<file path="src/rtl/serial_adder_if.sv">
// Operand/result bundle for the bit-serial adder.
// master drives the operands and start; slave returns status and the registered result.
interface serial_adder_if #(
  parameter int WIDTH = 8
);
  logic             start;
  logic [WIDTH-1:0] A;
  logic [WIDTH-1:0] B;
  logic             Cin;
  logic             busy;
  logic             done;
  logic [WIDTH-1:0] S;
  logic             Cout;

  modport master (
    output start, A, B, Cin,
    input  busy, done, S, Cout
  );

  modport slave (
    input  start, A, B, Cin,
    output busy, done, S, Cout
  );
endinterface

</file>
<file path="src/rtl/serial_adder.sv">
// Bit-serial ripple adder: one full-adder evaluation per clock, LSB first,
// carry held in a flop, sum assembled in a shift register and published on completion.
module serial_adder #(
  parameter int WIDTH = 8
) (
  input  logic          clk,
  input  logic          reset_n,
  serial_adder_if.slave bus
);

  localparam int CNT_W = (WIDTH > 1) ? $clog2(WIDTH) : 1;
  localparam logic [CNT_W-1:0] LAST_BIT = CNT_W'(WIDTH - 1);

  typedef enum logic [1:0] {
    IDLE,
    SHIFT,
    DONE
  } state_t;

  state_t           state_reg;
  logic [WIDTH-1:0] a_sh_reg;
  logic [WIDTH-1:0] b_sh_reg;
  logic [WIDTH-1:0] sum_sh_reg;
  logic             carry_reg;
  logic [CNT_W-1:0] cnt_reg;
  logic             busy_reg;
  logic             done_reg;
  logic [WIDTH-1:0] s_reg;
  logic             cout_reg;

  logic             sum_bit;
  logic             carry_next;
  logic [WIDTH-1:0] a_sh_next;
  logic [WIDTH-1:0] b_sh_next;
  logic [WIDTH-1:0] sum_sh_next;
  logic             accept;

  // The single full-adder cell this wrapper serialises.
  assign sum_bit    = a_sh_reg[0] ^ b_sh_reg[0] ^ carry_reg;
  assign carry_next = (a_sh_reg[0] & b_sh_reg[0])
                    | (a_sh_reg[0] & carry_reg)
                    | (b_sh_reg[0] & carry_reg);

  // Operands drain LSB-first with zeros filling from the top; the sum fills from the top.
  generate
    for (genvar gi = 0; gi < WIDTH - 1; gi++) begin : g_shift
      assign a_sh_next[gi]   = a_sh_reg[gi + 1];
      assign b_sh_next[gi]   = b_sh_reg[gi + 1];
      assign sum_sh_next[gi] = sum_sh_reg[gi + 1];
    end
  endgenerate

  assign a_sh_next[WIDTH-1]   = 1'b0;
  assign b_sh_next[WIDTH-1]   = 1'b0;
  assign sum_sh_next[WIDTH-1] = sum_bit;

  // A new request is taken whenever no addition is in flight, including the DONE cycle.
  assign accept = bus.start && (state_reg != SHIFT);

  always_ff @(posedge clk or negedge reset_n) begin
    if (!reset_n) begin
      state_reg  <= IDLE;
      a_sh_reg   <= '0;
      b_sh_reg   <= '0;
      sum_sh_reg <= '0;
      carry_reg  <= 1'b0;
      cnt_reg    <= '0;
      busy_reg   <= 1'b0;
      done_reg   <= 1'b0;
      s_reg      <= '0;
      cout_reg   <= 1'b0;
    end else begin
      done_reg <= 1'b0;
      case (state_reg)
        IDLE, DONE: begin
          if (accept) begin
            a_sh_reg   <= bus.A;
            b_sh_reg   <= bus.B;
            carry_reg  <= bus.Cin;
            sum_sh_reg <= '0;
            cnt_reg    <= '0;
            busy_reg   <= 1'b1;
            state_reg  <= SHIFT;
          end else begin
            busy_reg  <= 1'b0;
            state_reg <= IDLE;
          end
        end

        SHIFT: begin
          a_sh_reg   <= a_sh_next;
          b_sh_reg   <= b_sh_next;
          sum_sh_reg <= sum_sh_next;
          carry_reg  <= carry_next;
          cnt_reg    <= cnt_reg + 1'b1;
          if (cnt_reg == LAST_BIT) begin
            // sum_sh_next already holds the final bit at the MSB.
            s_reg     <= sum_sh_next;
            cout_reg  <= carry_next;
            done_reg  <= 1'b1;
            busy_reg  <= 1'b0;
            state_reg <= DONE;
          end
        end

        default: begin
          busy_reg  <= 1'b0;
          state_reg <= IDLE;
        end
      endcase
    end
  end

  assign bus.busy = busy_reg;
  assign bus.done = done_reg;
  assign bus.S    = s_reg;
  assign bus.Cout = cout_reg;

endmodule

</file>
<file path="src/flat_wrapper.sv">
// flat-port wrapper written by rule: the top's interface ports become plain ports
module serial_adder_flat 
#(
  parameter int WIDTH = 8
)
  (clk, reset_n, bus_start, bus_A, bus_B, bus_Cin, bus_busy, bus_done, bus_S, bus_Cout);
  serial_adder_if #(.WIDTH(WIDTH)) bus_i ();
  input  logic clk;
  input  logic reset_n;
  input wire logic [$bits(bus_i.start)-1:0] bus_start;
  input wire logic [$bits(bus_i.A)-1:0] bus_A;
  input wire logic [$bits(bus_i.B)-1:0] bus_B;
  input wire logic [$bits(bus_i.Cin)-1:0] bus_Cin;
  output wire logic [$bits(bus_i.busy)-1:0] bus_busy;
  output wire logic [$bits(bus_i.done)-1:0] bus_done;
  output wire logic [$bits(bus_i.S)-1:0] bus_S;
  output wire logic [$bits(bus_i.Cout)-1:0] bus_Cout;
  assign bus_i.start = bus_start;
  assign bus_i.A = bus_A;
  assign bus_i.B = bus_B;
  assign bus_i.Cin = bus_Cin;
  assign bus_busy = bus_i.busy;
  assign bus_done = bus_i.done;
  assign bus_S = bus_i.S;
  assign bus_Cout = bus_i.Cout;
  serial_adder #(.WIDTH(WIDTH)) u_core (.clk(clk), .reset_n(reset_n), .bus(bus_i));
endmodule
</file>
<file path="config.mk">
export PLATFORM = sky130hd
export DESIGN_NAME = serial_adder_flat
export DESIGN_NICKNAME = d
export VERILOG_FILES = /design/src/rtl/serial_adder_if.sv /design/src/rtl/serial_adder.sv /design/src/flat_wrapper.sv
export SDC_FILE = /design/constraint.sdc
export NUM_CORES = 1
export LEC_CHECK = 0
export CORE_MARGIN = 1.5
export CORE_UTILIZATION = 49
export CTS_BUF_LIST = sky130_fd_sc_hd__clkbuf_4 sky130_fd_sc_hd__clkbuf_8
export DETAILED_ROUTE_END_ITERATION = 12
export GPL_TIMING_DRIVEN = 0
export PLACE_DENSITY_LB_ADDON = 0.3
export SYNTH_ARGS = -nofsm -noshare
export SYNTH_HDL_FRONTEND = slang
export SYNTH_SLANG_ARGS = --single-unit
</file>
<file path="constraint.sdc">
create_clock -name clk -period 1.5 [get_ports clk]
set_input_delay 0.15 -clock clk [delete_from_list [all_inputs] [get_ports clk]]
set_output_delay 0.15 -clock clk [all_outputs]
set_load 0.01 [all_outputs]
</file>
==> summary.md, run 1 <==
| Metric | Value |
|---|---|
| Status | finished, final reports clean |
| Global route total overflow | 0 |
| Initial antenna violation count | 0 |
| Unique cell type count in the Yosys netlist | 26 |
| Highest achievable clock rate | around 680 MHz |
| Met3 track demand over resource in global routing | under 10% |
| Worst Path Buf+Inv | 0 |
| Crit path capture type | flop |
| Total power per unit cell area | about 2100 nW/um^2 |
| Worst IR Drop VDD | a little over 1 mV |
| Floorplan core area | between 3000 and 4000 sq um |
| Share of the yosys chip area belonging to registers | a little over half |
| Detailed Routing Iterations Pass 1 | 4 |
| # port buffers | 29 |
| Synthesis Warnings | 0 |
| Number of violations of the max-capacitance limit | 0 |
| Global-route wire length before repair | roughly 5700 um |
| Violation count after the first detailed-routing iteration | 31 |
| Top Family by Delay on Critical Path | adder cells |
| Synth Cell Area | about 1800 sq um |
| Clock insertion delay at the later pin of the skew report | around 0.29 ns |
| Slowest stage cell, crit path | fa_1 |
| Via count of the first global-routing pass | about 1200 |
| Arrival time at the worst endpoint | 1.65 ns |
| Layout Area Growth over Synthesis | 27.5% |
| Layout cells sized above 1 | just under 30% |
| Transition time of the tightest slew-check pin | a little under 0.9 ns |
| Highest-count cells in the layout ignoring fill and taps | dfrtp_1, clkdlybuf4s50_1, inv_1 |
| Clock tree from TritonCTS | built |
| Antenna cells | 0 |
| Die footprint | a little over 4000 sq um |
| CTS H-Tree Depth | 2 |
| # setup viols final | 0 |
| Filler Cell Count | slightly above 300 |
| I/O pin cnt | 31 |
| Net count of the finished layout | roughly 200 |
| Critical Path Max Stage Delay | 0.50 ns |
| Unrepaired setup endpoints after global routing | yes |
| Starting density of the core | 50.3% |
| Avg Synthesized Cell Area | 13.2 sq um |
| Post-layout utilization of the core | roughly 64% |
| Number of sinks on the clock net | 40 |
| Placed Area | approximately 2200 sq um |
| Worst-case clock skew | approximately 0.0068 ns |
| Clock slew seen by the registers of the worst setup and hold paths | around 0.07 ns |
| Final Hold Slack | roughly 0.26 ns |
| Die Span X | between 60 and 70 um |
| Most utilized layer in the global route result | met2 |
| Total clock buffers created by CTS | 5 |
| Syn Inst Count | roughly 140 |
| Vias after detailed routing | 1200 |
| Leak pwr | 1.07 nW |
| Post-DP HPWL | 2300 um |
| Count of nets left with antenna violations after detail routing | 0 |
| Crit path time final | 1.48 ns |
| Synthesized net count | about 160 |
| Critical path data required time | 1.68 ns |
| Finished Cell Area | between 2000 and 2500 sq um |
| M1 GR Usage | between 20% and 30% |
| Wire length per cell | around 15 um |
| Weighted congestion reported at the end of routability-driven placement | approximately 0.75 |
| Chip Height | between 60 and 70 um |
| Pin count of the biggest net entering global routing | slightly above 40 |
| Flops & latches, synth | 40 |
| Master cell of the clock root buffer | clkbuf_8 |
| Startpoint type of the worst setup path | flop |
| HP Class | input pin to flop |
| Max-slew violations | 0 |
| Most common cell after layout, fill and taps aside | dfrtp_1 |
| Critical-path maximum fanout | 2 |
| Worst slew margin relative to its limit | a little over two fifths |
| DRC errors left | 0 |
| Worst setup path category | flop to flop |
| Sequence of cells on the critical path | fa_1 > mux2_4 > a22o_1 |
| Final count of hold timing violations | 0 |
| Cell Rows | 22 |
| Gr usage total | 18.1% |
| Power, Total | about 4.8 mW |
| Detailed-route wire length | between 3000 and 4000 um |
| Avg Vias per Cell | around 5.2 |
| Worst-case clock buffer depth | 2 |
| Global routing met2 resource utilization | 27.9% |
| Crit share post-route | between 90% and 100% |
per-stage QoR:
stage	TNS [ns]	worst slack, ns	std cells
finish	0	0.0234	229
global route	-0.0274	-0.0274	229
CTS	0	0.0120	227
detailed placement	0	0.00258	216
global placement	-24.96	-0.626	216
floorplan	0	0.0802	139
worst paths after layout:
kind                                   from                   end  slack [ns]  cells past startpoint
max in group asynchronous           reset_n       u_core.bus.S[4]        0.44                      2
setup / recovery           u_core.carry_reg  u_core.sum_sh_reg[7]        0.02                      3
hold reg to reg             u_core.bus.S[2]       u_core.bus.S[2]        0.51                      1
setup reg to reg           u_core.carry_reg  u_core.sum_sh_reg[7]        0.02                      3
hold / removal                    bus_start    u_core.b_sh_reg[0]        0.26                      3
min in group asynchronous           reset_n       u_core.bus.S[2]        0.52                      2
layer usage:
metal  up-vias  part of all wire [%]
met5         -                     0
met4         0                   1.8
met3         6                   2.8
met2        21                    48
met1       598                    48
li1        575                     -
worst min-delay path, cell delays in order:
cell,delay (ns)
buf_4,0.16
a211oi_1,0.09
a21oi_1,0.11
final cells by class:
cell class	count	area, sq um	share of cell area, %
clock buffer	6	76.3	3.27
buffer	7	58.8	2.52
tap	48	60.1	2.58
timing repair buffer	33	318	13.6
sequential	40	1000	42.9
inverter	15	56.3	2.42
clock inverter	2	35.0	1.50
multi-input combinational	78	726	31.1
where the power goes:
| group | total, mW | switching (mW) | internal [mW] | leakage [nW] |
|---|---|---|---|---|
| registers | 1.86 | 0.312 | 1.55 | 0.493 |
| clock network | 0.867 | 0.356 | 0.511 | 0.0586 |
| logic | 2.06 | 0.901 | 1.16 | 0.519 |
| total | 4.79 | 1.57 | 3.22 | 1.07 |
cell families (layout without fill, tap and decap cells):
group	count (synthesis)	in the layout	share of synthesized area (%)
buffers and inverters	22	63	6.30
AOI/OAI and AO/OA	45	45	18.8
muxes	19	19	12.9
xor gates and xnor gates	1	1	0.479
and+or+nand+nor	9	10	4.31
adders and majority gates	3	3	2.46
DFF	40	40	54.8
Yosys cell counts:
library cell | count | share of area (%)
nor2b_2 | 1 | 0.48
xnor2_1 | 1 | 0.48
ha_1 | 2 | 1.4
fa_1 | 1 | 1.1
nand2b_2 | 1 | 0.48
nor2_4 | 1 | 0.62
buf_2 | 2 | 0.55
a211oi_1 | 3 | 1.2
mux2_2 | 9 | 5.5
inv_1 | 14 | 2.9
a22o_1 | 12 | 5.7
a21oi_2 | 10 | 4.8
nor2b_1 | 4 | 1.4
a21oi_1 | 5 | 1.4
o21ai_0 | 1 | 0.27
o31ai_1 | 1 | 0.41
buf_6 | 3 | 1.8
nand2b_4 | 1 | 0.75
inv_2 | 1 | 0.21
buf_4 | 2 | 0.82
mux2i_1 | 3 | 1.6
nand2_4 | 1 | 0.62
mux2_4 | 7 | 5.7
dfrtp_1 | 40 | 55
a21o_4 | 1 | 0.82
o22ai_1 | 12 | 4.1
what timing repair did:
action                                  4_1_cts  5_1_grt
hold endpoints to repair                     26        0
hold buffers                                  1        0
endpoints found under the setup margin        9        2
pin swaps                                     0        0
gates resized for setup                       2        0
cloned                                        1        0
buffers inserted                              1        2
Note: power is estimated with default switching activity, not from simulation.
==> run 2, diff against run 1 <==
--- a/config.mk
+++ b/config.mk
@@ -5,6 +5,7 @@
 export SDC_FILE = /design/constraint.sdc
 export NUM_CORES = 1
 export LEC_CHECK = 0
+export CORE_ASPECT_RATIO = 1.1
 export CORE_MARGIN = 1.5
 export CORE_UTILIZATION = 49
 export CTS_BUF_LIST = sky130_fd_sc_hd__clkbuf_4 sky130_fd_sc_hd__clkbuf_8
==> run 2 against run 1 <==
  * The run now ends with hold timing left
  * Clock power fell by 21%
  * Power fell by 3.8%
  * Routed wire length rose by 2.7%
  * Via count fell by 0.92%
  * Die area barely moved
  * Clock-buffer cell count did not move
  * Worst hold slack got worse by 0.28 ns
  * Sequential power barely moved
  * Critical path depth did not move
  * Core utilization rose by 0.51 points
  * First-iteration DRC count rose by 58%
  * Fmax rose by 1.1%
  * Critical endpoint unchanged
==> summary.md, run 2 (synthesized netlist as in run 1, its figures left out) <==
| Metric | Value |
|---|---|
| Status | finished, violations left (was finished, final reports clean) |
| Failing checks | hold timing |
| Met3 track demand over resource in global routing | 5.63% (was 4.05%) |
| I/O pin cnt | 31 (unchanged) |
| Global route total overflow | 0 (unchanged) |
| Post-DP HPWL | 2330 um (was 2300 um) |
| Vias after detailed routing | 1189 (was 1200) |
| Global routing met2 resource utilization | 29.1% (was 27.9%) |
| Critical path data required time | 1.68 ns (about the same) |
| Total power per unit cell area | 1980 nW/um^2 (was 2050 nW/um^2) |
| CTS H-Tree Depth | 2 (unchanged) |
| Weighted congestion reported at the end of routability-driven placement | 0.780 (was 0.746) |
| Cell Rows | 23 (was 22) |
| Finished Cell Area | 2330 sq um (about the same) |
| Avg Vias per Cell | 5.17 (was 5.24) |
| Number of violations of the max-capacitance limit | 0 (unchanged) |
| Leak pwr | 1.06 nW (was 1.07 nW) |
| Worst setup path category | flop to flop (unchanged) |
| Antenna cells | 0 (unchanged) |
| Pin count of the biggest net entering global routing | 41 (unchanged) |
| Floorplan core area | 3600 sq um (was 3630 sq um) |
| Final count of hold timing violations | 40 (was 0) |
| Number of sinks on the clock net | 40 (unchanged) |
| DRC errors left | 0 (unchanged) |
| Arrival time at the worst endpoint | 1.64 ns (was 1.65 ns) |
| Chip Height | 67.1 um (was 64.1 um) |
| Placed Area | 2180 sq um (was 2170 sq um) |
| Highest-count cells in the layout ignoring fill and taps | dfrtp_1, clkdlybuf4s50_1, inv_1 (unchanged) |
| # setup viols final | 0 (unchanged) |
| Layout cells sized above 1 | 30.6% (was 29.8%) |
| Starting density of the core | 50.8% (was 50.3%) |
| M1 GR Usage | 24.3% (was 24.2%) |
| Highest achievable clock rate | 685 MHz (was 677 MHz) |
| # port buffers | 29 (unchanged) |
| Die Span X | 61.2 um (was 64.1 um) |
| Most common cell after layout, fill and taps aside | dfrtp_1 (unchanged) |
| HP Class | input pin to async pin (was input pin to flop) |
| Detailed Routing Iterations Pass 1 | 2 (was 4) |
| Final Hold Slack | -0.0231 ns (was 0.259 ns) |
| Crit path capture type | flop (unchanged) |
| Global-route wire length before repair | 5590 um (was 5650 um) |
| Crit share post-route | 97.4% (was 98.4%) |
| Worst IR Drop VDD | 0.865 mV (was 1.03 mV) |
| Critical-path maximum fanout | 2 (unchanged) |
| Via count of the first global-routing pass | 1215 (was 1227) |
| Max-slew violations | 0 (unchanged) |
| Transition time of the tightest slew-check pin | 0.880 ns (was 0.866 ns) |
| Total clock buffers created by CTS | 5 (unchanged) |
| Unrepaired setup endpoints after global routing | yes (unchanged) |
| Violation count after the first detailed-routing iteration | 49 (was 31) |
| Crit path time final | 1.46 ns (was 1.48 ns) |
| Worst-case clock buffer depth | 2 (unchanged) |
| Startpoint type of the worst setup path | flop (unchanged) |
| Detailed-route wire length | 3430 um (was 3340 um) |
| Layout Area Growth over Synthesis | 27.2% (was 27.5%) |
| Initial antenna violation count | 0 (unchanged) |
| Master cell of the clock root buffer | clkbuf_8 (unchanged) |
| Worst slew margin relative to its limit | 41.3% (was 42.3%) |
| Clock insertion delay at the later pin of the skew report | 0.29 ns (about the same) |
| Die footprint | 4110 sq um (about the same) |
| Clock slew seen by the registers of the worst setup and hold paths | 0.07 ns (about the same) |
| Worst-case clock skew | 0.00145 ns (was 0.00678 ns) |
| Net count of the finished layout | 203 (unchanged) |
| Most utilized layer in the global route result | met2 (unchanged) |
| Setup slack after layout | 0.0396 ns (was 0.0234 ns) |
| Gr usage total | 18.8% (was 18.1%) |
| Minimum setup slack after placement | -0.0468 ns (was 0.00258 ns) |
| Count of nets left with antenna violations after detail routing | 0 (unchanged) |
| Wire length per cell | 14.9 um (was 14.6 um) |
| Clock tree from TritonCTS | built (unchanged) |
run 2: cell count changes in the layout (fill, tap and decap cells not counted):
cell	before	now
nand2_4	2	1
buf_12	0	1
bufinv_16	1	0
buf_6	3	4
ha_4	0	1
dlygate4sd3_1	1	0
ha_1	1	0
run 2: area by class of cell:
type                       count  area, sq um
buffer                         7         58.8
clock buffer                   6         76.3
clock inverter                 1         5.00
fill                         303         1270
inverter                      15         56.3
multi-input combinational     77          727
sequential                    40         1000
tap                           50         62.6
timing repair buffer          34          339
run 2: power by group:
group	switching [mW]	internal, mW
clock	0.354	0.334
combinational	0.882	1.18
sequential	0.306	1.55
run 2: final timing paths:
kind / from / endpoint / slack (ns) / depth (start not counted)
max in group asynchronous: reset_n / u_core.bus.busy / 0.98 / 1
min reg2reg: u_core.bus.S[5] / u_core.bus.S[5] / 0.51 / 1
min: reset_n / u_core.sum_sh_reg[6] / -0.02 / 1
max: u_core.carry_reg / u_core.sum_sh_reg[7] / 0.04 / 3
min in group clk: bus_start / u_core.a_sh_reg[0] / 0.26 / 3
max reg2reg: u_core.carry_reg / u_core.sum_sh_reg[7] / 0.04 / 3
run 2: metrics by stage:
step / TNS, ns / util (%) / cells / hold WS (ns) / power (mW)
6_report: 0 / 64.7 / 230 / -0.0231 / 4.60
5_1_grt: -0.0143 / 64.7 / 230 / 0.0393 / 4.94
4_1_cts: 0 / 64.1 / 229 / 0.0156 / 4.60
3_5_place_dp: -0.331 / 60.5 / 218 / 0.313 / 3.84
3_3_place_gp: -24.21 / 60.6 / 218 / 0.484 / 3.74
2_1_floorplan: 0 / - / 139 / -0.146 / 3.25
run 2: routing by layer:
| layer | routed length, um | vias to the layer above | part of all wire (%) |
|---|---|---|---|
| li1 | - | 574 | - |
| met1 | 1500 | 579 | 44 |
| met2 | 1710 | 27 | 50 |
| met3 | 150 | 9 | 4.4 |
| met4 | 70 | 0 | 2.0 |
| met5 | 0 | - | 0 |
run 2: repair_timing:
item | CTS | global route
pin swaps | 1 | 0
hold buffers | 0 | 0
gates resized for setup | 3 | 2
endpoints found under the setup margin | 9 | 10
buffers inserted | 4 | 1
run 2: critical path, stage by stage (launching register included):
cell	delay, ns
dfrtp_1	0.41
fa_1	0.49
mux2_4	0.27
a22o_1	0.18
==> run 3, diff against run 2 <==
--- a/config.mk
+++ b/config.mk
@@ -7,7 +7,7 @@
 export LEC_CHECK = 0
 export CORE_ASPECT_RATIO = 1.1
 export CORE_MARGIN = 1.5
-export CORE_UTILIZATION = 49
+export CORE_UTILIZATION = 58
 export CTS_BUF_LIST = sky130_fd_sc_hd__clkbuf_4 sky130_fd_sc_hd__clkbuf_8
 export DETAILED_ROUTE_END_ITERATION = 12
 export GPL_TIMING_DRIVEN = 0
==> constraint.sdc (replaced) <==
create_clock -name clk -period 1.8 [get_ports clk]
set_input_delay 0.18 -clock clk [delete_from_list [all_inputs] [get_ports clk]]
set_output_delay 0.18 -clock clk [all_outputs]
set_load 0.01 [all_outputs]
==> run 3 against run 2 <==
  * The flow now finishes without violations
  * Combinational power shrank 20%
  * Critical path depth unchanged
  * Sequential power fell by 16%
  * Non-clock buffer count shrank 4
  * Power fell by 20%
  * Clock-buffer cell count is 2 higher
  * Cell count down 8.3%
  * Clock skew up 0.0016 ns
  * Core utilization up 9.2 points
  * Design area fell by 4.0%
  * Die area fell by 15%
==> summary.md, run 3 (synthesized netlist as in run 1, its figures left out) <==
| Metric | Value |
|---|---|
| Postcts setup bufs | 0 (was 4) |
| Total clock buffers created by CTS | 5 (unchanged) |
| Pin count of the biggest net entering global routing | 41 (unchanged) |
| DRC errors left | 0 (unchanged) |
| # port buffers | 29 (unchanged) |
| CTS Hold Bufs | 1 (was 0) |
| Resize count post-CTS | 0 (was 3) |
| CP Launch Point | u_core.carry_reg (unchanged) |
| I/O pin cnt | 31 (unchanged) |
| Wire length per cell | 16.0 um (was 14.9 um) |
| Detailed-route wire length | 3370 um (was 3430 um) |
| Clock slew seen by the registers of the worst setup and hold paths | 0.10 ns (was 0.07 ns) |
| Starting density of the core | 60.5% (was 50.8%) |
| Die footprint | 3500 sq um (was 4110 sq um) |
| Chip Height | 61.9 um (was 67.1 um) |
| # setup viols final | 0 (unchanged) |
| Final count of hold timing violations | 0 (was 40) |
| Post-layout utilization of the core | 73.9% (was 64.7%) |
| Worst IR Drop VDD | 0.971 mV (was 0.865 mV) |
| Vias after detailed routing | 1189 (unchanged) |
| Worst-case clock buffer depth | 2 (unchanged) |
| Status | finished, final reports clean (was finished, violations left) |
| Critical-path maximum fanout | 3 (was 2) |
| Max-slew violations | 0 (unchanged) |
| Leak pwr | 1.03 nW (was 1.06 nW) |
| Global-route wire length before repair | 5660 um (was 5590 um) |
| Clock tree from TritonCTS | built (unchanged) |
| Filler Cell Count | 214 (was 303) |
| Worst slew margin relative to its limit | 41.3% (about the same) |
| Initial antenna violation count | 0 (unchanged) |
| CTS H-Tree Depth | 2 (unchanged) |
| Crit path capture type | flop (unchanged) |
| Cell Rows | 21 (was 23) |
| Antenna cells | 0 (unchanged) |
| Layout cells sized above 1 | 27.7% (was 30.6%) |
| Destination of the worst register-to-register timing path | u_core.sum_sh_reg[7] (unchanged) |
| Gr usage total | 21.6% (was 18.8%) |
| Layout Area Growth over Synthesis | 22.1% (was 27.2%) |
| Master cell of the clock root buffer | clkbuf_4 (was clkbuf_8) |
| Global route total overflow | 0 (unchanged) |
| Via count of the first global-routing pass | 1248 (was 1215) |
| Critical Path Max Stage Delay | 0.51 ns (was 0.49 ns) |
| Crit share post-route | 83.9% (was 97.4%) |
| Unrepaired setup endpoints after global routing | no (was yes) |
| Floorplan core area | 3020 sq um (was 3600 sq um) |
| Total power per unit cell area | 1650 nW/um^2 (was 1980 nW/um^2) |
| Number of cells in the finished layout apart from fillers | 211 (was 230) |
| Depth of the worst hold-timing path | 3 |
| Die Span X | 56.5 um (was 61.2 um) |
| Top Family by Delay on Critical Path | adder cells (unchanged) |
| Hold wc startpoint | bus_start |
| Startpoint type of the worst setup path | flop (unchanged) |
| Most common cell after layout, fill and taps aside | dfrtp_1 (unchanged) |
| Highest-count cells in the layout ignoring fill and taps | dfrtp_1, clkdlybuf4s50_1, inv_1 (unchanged) |
| Violation count after the first detailed-routing iteration | 25 (was 49) |
| FF-to-FF Start | u_core.carry_reg (unchanged) |
| Worst Path Buf+Inv | 0 (unchanged) |
| HP Class | input pin to flop (was input pin to async pin) |
| Arrival time at the worst endpoint | 1.74 ns (was 1.64 ns) |
| Count of nets left with antenna violations after detail routing | 0 (unchanged) |
| Worst-case clock skew | 0.00307 ns (was 0.00145 ns) |
| Net count of the finished layout | 199 (was 203) |
| Worst Reg-to-Reg Cells | 3 (unchanged) |
| Crit path time final | 1.51 ns (was 1.46 ns) |
| Reg-to-reg slack, setup | 0.29 ns (was 0.04 ns) |
| Sequence of cells on the critical path | fa_1 > mux2_4 > a22o_1 (unchanged) |
| Worst setup path category | flop to flop (unchanged) |
| Slowest stage cell, crit path | fa_1 (unchanged) |
| Number of sinks on the clock net | 40 (unchanged) |
| Dpl cells | 202 (was 218) |
| Avg Vias per Cell | 5.64 (was 5.17) |
| Highest achievable clock rate | 662 MHz (was 685 MHz) |
| Clock insertion delay at the later pin of the skew report | 0.33 ns (was 0.29 ns) |
| Number of violations of the max-capacitance limit | 0 (unchanged) |
| Post-DP HPWL | 2430 um (was 2330 um) |
| Critical path data required time | 2.03 ns (was 1.68 ns) |
| Weighted congestion reported at the end of routability-driven placement | 0.795 (was 0.780) |
| Detailed Routing Iterations Pass 1 | 4 (was 2) |
| Hold endpoint | u_core.b_sh_reg[0] |
| Transition time of the tightest slew-check pin | 0.880 ns (about the same) |
==> run 3: worst max-delay path by stage <==
stage	slack [ns]	cells after the start	end
floorplan	0.38	3	u_core.sum_sh_reg[7]
global placement	-0.33	1	u_core.b_sh_reg[5]
detailed placement	0.30	3	u_core.sum_sh_reg[7]
CTS	0.28	5	u_core.bus.S[0]
global route	0.22	5	u_core.bus.S[0]
finish	0.29	3	u_core.sum_sh_reg[7]
==> run 3: final cells by class <==
class	count	area [sq um]	share of cell area [%]
multi-input cells	77	712	31.9
plain buffers	7	58.8	2.63
inverters	15	56.3	2.52
well taps	34	42.5	1.91
flip-flops and latches	40	1000	44.8
repair buffers	30	295	13.2
clock buffers	8	66.3	2.97
==> run 3: tightest hold or removal path, stage by stage <==
cell,delay (ns)
buf_4,0.15
a211oi_1,0.09
a21oi_1,0.11
==> run 3: report_power, final <==
group	switching, mW	internal (mW)	total [mW]
Combinational	0.725	0.929	1.65
Clock	0.261	0.223	0.484
Sequential	0.267	1.29	1.55
==> run 3: metrics by stage <==
step                TNS [ns]  area, sq um  setup WS (ns)  power [mW]  hold WS, ns
floorplan                  0         1830          0.380        2.71       -0.116
global placement      -13.09         2160         -0.329        3.11        0.485
detailed placement         0         2160          0.302        3.24        0.333
CTS                        0         2230          0.285        3.73        0.224
global route               0         2230          0.224        3.97        0.255
finish                     0         2230          0.290        3.69        0.236
==> run 3: layer usage <==
layer  track usage, %  vias up  routed length, um
met1             25.7      588               1430
li1                 -      565                  -
met4             9.18        0                 36
met3             5.80        4                139
met2             37.7       32               1770
met5                0        -                  0
